<file path="src/rtl/frv_core_fetch_req_pkg.sv">
// Shared widths and helpers for the instruction-fetch request engine.
package frv_core_fetch_req_pkg;

    localparam int XL      = 32;   // architectural register / PC width
    localparam int IMEM_AW = 32;   // imem address width
    localparam int IMEM_DW = 32;   // imem data width

    // Address of the next aligned word after the given word index.
    function automatic logic [XL-1:1] next_word(input logic [XL-1:2] word);
        next_word = {word + 30'd1, 1'b0};
    endfunction

endpackage

</file>
<file path="src/rtl/frv_core_fetch_req.sv">
// Instruction-fetch request/response engine: issues word-aligned imem
// requests, counts outstanding transactions, and forwards responses to the
// fetch buffer. A redirect flushes the buffer and drops stale responses.
module frv_core_fetch_req
    import frv_core_fetch_req_pkg::*;
#(
    parameter logic [XL-1:0] FRV_PC_RESET_VALUE = 32'h8000_0000,
    parameter int            MAX_OUT            = 2
) (
    input  logic               g_clk,
    input  logic               g_resetn,
    input  logic               cf_req,
    input  logic [XL-1:0]      cf_target,
    output logic               cf_ack,
    output logic               buf_flush,
    output logic               imem_req,
    input  logic               imem_gnt,
    output logic [IMEM_AW-1:0] imem_addr,
    input  logic               imem_recv,
    output logic               imem_ack,
    input  logic               imem_error,
    input  logic [IMEM_DW-1:0] imem_rdata,
    output logic               f_4byte,
    output logic               f_2byte,
    output logic               f_err,
    output logic [IMEM_DW-1:0] f_in,
    input  logic               f_ready
);

    localparam int            CW        = $clog2(MAX_OUT + 1);
    localparam logic [CW-1:0] MAX_OUT_C = CW'(MAX_OUT);

    logic [XL-1:1] fetch_pc;
    logic          req_hold;
    logic [CW-1:0] n_out;
    logic [CW-1:0] n_drop;
    logic          first_half;

    logic          redirect;
    logic          dropping;
    logic          grant;
    logic          rsp_done;
    logic          push;

    // Bit 0 of the target is meaningless for 2-byte-aligned fetch, and
    // fetch_pc[1] only matters through first_half, never the address.
    logic [1:0]    unused_bits;
    assign unused_bits = {cf_target[0], fetch_pc[1]};

    // Request side. An ungranted request must stay put, so it blocks redirects.
    assign cf_ack    = g_resetn & ~req_hold;
    assign redirect  = cf_req & cf_ack;
    assign buf_flush = redirect;
    assign imem_req  = g_resetn & (req_hold | (~cf_req & (n_out < MAX_OUT_C)));
    assign imem_addr = g_resetn ? {fetch_pc[XL-1:2], 2'b00} : '0;
    assign grant     = imem_req & imem_gnt;

    // Response side. Stale responses (redirect cycle or pending drops) are
    // acked unconditionally and never reach the buffer.
    assign dropping  = redirect | (n_drop != '0);
    assign imem_ack  = g_resetn & imem_recv & (dropping | f_ready);
    assign rsp_done  = imem_recv & imem_ack;
    assign push      = g_resetn & imem_recv & f_ready & ~dropping;
    assign f_4byte   = push & ~first_half;
    assign f_2byte   = push & first_half;
    assign f_err     = push & imem_error;
    assign f_in      = g_resetn ? imem_rdata : '0;

    // Fetch PC, request hold, outstanding/drop counters and half-word flag.
    always_ff @(posedge g_clk) begin
        if (!g_resetn) begin
            fetch_pc   <= FRV_PC_RESET_VALUE[XL-1:1];
            req_hold   <= 1'b0;
            n_out      <= '0;
            n_drop     <= '0;
            first_half <= FRV_PC_RESET_VALUE[1];
        end else begin
            req_hold <= imem_req & ~imem_gnt;
            n_out    <= n_out + CW'(grant) - CW'(rsp_done);

            if (redirect) begin
                fetch_pc <= cf_target[XL-1:1];
            end else if (grant) begin
                fetch_pc <= next_word(fetch_pc[XL-1:2]);
            end

            if (redirect) begin
                first_half <= cf_target[1];
            end else if (push) begin
                first_half <= 1'b0;
            end

            if (redirect) begin
                n_drop <= n_out - CW'(rsp_done);
            end else if ((n_drop != '0) && rsp_done) begin
                n_drop <= n_drop - CW'(1);
            end
        end
    end

    // A response with nothing outstanding means the memory broke protocol.
    always_ff @(posedge g_clk) begin
        if (g_resetn && imem_recv) begin
            assert (n_out != '0);
        end
    end

endmodule

</file>
<file path="config.mk">
export PLATFORM = sky130hd
export DESIGN_NAME = frv_core_fetch_req
export DESIGN_NICKNAME = d
export VERILOG_FILES = /design/src/rtl/frv_core_fetch_req_pkg.sv /design/src/rtl/frv_core_fetch_req.sv
export SDC_FILE = /design/constraint.sdc
export NUM_CORES = 1
export LEC_CHECK = 0
export ABC_CLOCK_PERIOD_IN_PS = 2600
export BUFFER_PORTS_ARGS = -buffer_cell sky130_fd_sc_hd__clkbuf_2
export CAP_MARGIN = 20
export CORE_UTILIZATION = 45
export CTS_CLUSTER_SIZE = 40
export DETAILED_ROUTE_END_ITERATION = 10
export GPL_ROUTABILITY_DRIVEN = 1
export PLACE_DENSITY = 0.91
export RECOVER_POWER = 25
export SLEW_MARGIN = 30
export SYNTH_ARGS = -nofsm -noshare
export SYNTH_HDL_FRONTEND = slang
export SYNTH_SLANG_ARGS = --single-unit
</file>
<file path="constraint.sdc">
create_clock -name g_clk -period 2.6 [get_ports g_clk]
set_input_delay 0.52 -clock g_clk [delete_from_list [all_inputs] [get_ports g_clk]]
set_output_delay 0.52 -clock g_clk [all_outputs]
set_load 0.05 [all_outputs]
</file>
==> impl_results.md <==
- CTS Sinks: 36
- IO Port Bufs: 138
- CTS tree: built
- DRT antenna net count: 0
- Chip Height: ~77 um
- Most frequent cells in the layout: clkbuf_2 (136), and2_1 (69), dfxtp_1 (36)
- Final instance count without filler cells: ~530
- Required @ worst endpoint: around 2.8 ns
- Fillers: between 400 and 500
- Initial antenna violation count: 0
- Htree depth: 2
- Clock root cell: clkbuf_8
- Io pins: between 100 and 150
- Yosys warns: 0
- Worst-path maximum fanout: 8
- Pin count of the biggest net entering global routing: 58
- Placed instance area: between 0.003 and 0.004 mm^2
- Finished Cell Area: between 0.003 and 0.004 mm^2
- EDFF count, synth: 0
- Share of layout cells above drive strength 1: around a third
- Worst setup margin: slightly above 0.4 ns
- GRT Overall Usage: 24.1%
- Post-CTS Hold Buffers: 0
- Top post-synthesis cells by area: dfxtp_1 (29%), and2_1 (18%), xor2_1 (5.6%)
- Status: finished clean
- Top FF cell, synth: dfxtp_1
- Grt ovf: 0
- DRC Markers: 0
- N_diodes: 0
- Die W: between 70 and 80 um
- Max frequency: roughly 460 MHz
- Top cell type by total area after synthesis: dfxtp_1
- CP endpoint kind: flop
- Cell area after synthesis: about 0.0025 mm^2
- CTS Buf Count: 5
- Slew HR: 49.2%
- Layout Nets: 539
- Unrepaired setup endpoints after global routing: no
- Peak VDD IR: roughly 0.33 mV
- Netlist cell types: 38
- Critical path class: flop to flop
- CP cell instances: nand3_1 -> nor4_2 -> nand3_2 -> or4b_1 -> nand3_1
- WL/cell: around 14 um
- Leak: around 1.6 nW
- Number of global-route vias before repair: approximately 2.6k
- Resized Gates After CTS: 0
- Maximum Capacitance Violations: 0
- RePlAce Congestion: between 0.8 and 0.9
- Most common cell after layout, fill and taps aside: clkbuf_2
- Routed Wire Length: ~7.2 mm
- Die ar.: just under 0.006 mm^2
- CP arrival: ~2.4 ns
- Half-perimeter wire length after placement: approximately 5.6 mm
- Final setup viols: 0
- CP dominant cell by count: nand3_1
- Yosys reg bits: 36
- Tcrit/Tclk final: 84.5%
- Area share of the largest cell type after synthesis: about 29%
- Placed cell count: 526
- Worst slack at placement: 0.493 ns
- Reg clk slew, reported paths: about 0.070 ns
- Vias/cell: 5.26
- Crit-path slowest cell: nor4_2
- Drt first pass iters: 4
- Starting Density: 47.9%
- Setup crit start kind: flop
- Fin. Hold Viols: 0
- Vias: around 2.8k
- Setup TNS: 0 ns
- Clk_lat worst skew: a little under 0.3 ns
- Fin. max-slew vios: 0
- Row cnt: 26
- Ys async rst share: 0%
- First-pass GRT wire length: 11.6 mm
- CTS max path bufs: 2
- 1st-iter DRT viols: between 150 and 200
- Core Area: roughly 0.0052 mm^2
- Clk_skew: 0.00378 ns
- Hold Path Class: input port to flop
- Seq/Total Area, Yosys: around 29%
- Layout overhead on the synthesized area: 34.3%
- Synthesized area per cell: approximately 7.6 um^2
- Post-CTS Setup Bufs: 0
- Worst Max-Slew Pin Slew: 0.756 ns
- Synth Instances: between 300 and 400
- Power Density: ~480 mW/mm^2
- Max incr delay on CP: around 0.7 ns
- Fin crit period: between 2 and 2.5 ns
-- synth_stat cells, types with 2 or more instances --
master	count
clkbuf_1	13
a31oi_1	4
buf_2	4
buf_4	2
buf_1	2
ha_1	5
o211ai_1	2
nor2b_1	3
nor2_1	17
a221o_1	2
or4_1	2
nand3_2	2
and3_1	7
a21oi_1	14
and2_0	3
nand2_1	22
xor2_1	16
o21ai_0	21
mux2i_1	4
and2_1	71
nand4_1	7
a211oi_1	6
dfxtp_1	36
nand2b_1	4
xnor2_1	7
nand3_1	21
and4_1	5
nor3_1	5
inv_1	6
o311ai_0	8
-- metrics by stage --
| stage | utilization, % | power, W | hold WS (ns) |
|---|---|---|---|
| after floorplan | - | 0.00105 | 0.492 |
| after global routing | 64.3 | 0.00169 | 0.457 |
| after CTS | 64.8 | 0.00163 | 0.422 |
| final | 64.3 | 0.00162 | 0.423 |
| after detailed placement | 63.0 | 0.00122 | 0.531 |
| after global placement | 63.0 | 0.00121 | 0.514 |
-- cell families (layout without fill, tap and decap cells) --
group	count (synthesis)	after routing	synth area share, %
fa+ha+maj	5	5	2.49
flops	36	36	28.7
simple gates	171	171	39.1
xor+xnor	23	23	8.03
buf+inv	28	162	4.74
other cells	1	2	0.149
mux	4	4	1.60
compound gates	61	61	15.2
-- path summary, 6_finish.rpt --
kind | from | endpoint | slack (ns) | depth (start not counted)
max | fetch_pc[19] | fetch_pc[25] | 0.40 | 5
min | cf_target[20] | fetch_pc[20] | 0.42 | 3
max reg2reg | fetch_pc[19] | fetch_pc[25] | 0.40 | 5
min reg2reg | fetch_pc[31] | fetch_pc[31] | 0.54 | 1
-- worst max-delay path: cells and delay by family (launching register included) --
| kind | cells | cell delay (ns) |
|---|---|---|
| simple gates | 5 | 1.72 |
| flops | 1 | 0.43 |
-- report_power, final --
group	switching, W	internal (W)	leakage [nW]	total (W)
Sequential	0.0000554	0.000601	0.298	0.000656
Combinational	0.000366	0.000183	1.24	0.000549
Clock	0.000200	0.000216	0.0455	0.000416
-- state kept, by name (all words and copies together), names as in the netlist --
| name | count |
|---|---|
| first_half | 1 |
| fetch_pc | 30 |
| req_hold | 1 |
| n_out | 2 |
| n_drop | 2 |
-- metal layers --
| metal | vias up | global-route usage (%) | wire length, um |
|---|---|---|---|
| met1 | 1271 | 25.9 | 3050 |
| met3 | 8 | 5.00 | 445 |
| met5 | - | 0 | 0 |
| met4 | 0 | 7.12 | 79 |
| met2 | 118 | 46.3 | 3670 |
| li1 | 1411 | - | - |
-- layout make-up --
cell class | instances | area (um^2) | share of cell area, %
inverters | 6 | 22.5 | 0.669
repair buffers | 148 | 788 | 23.4
multi-input cells | 266 | 1660 | 49.3
clock buffers | 8 | 90.1 | 2.67
well taps | 70 | 87.6 | 2.60
flip-flops and latches | 36 | 721 | 21.4
Power figures use the tool's default switching activity.
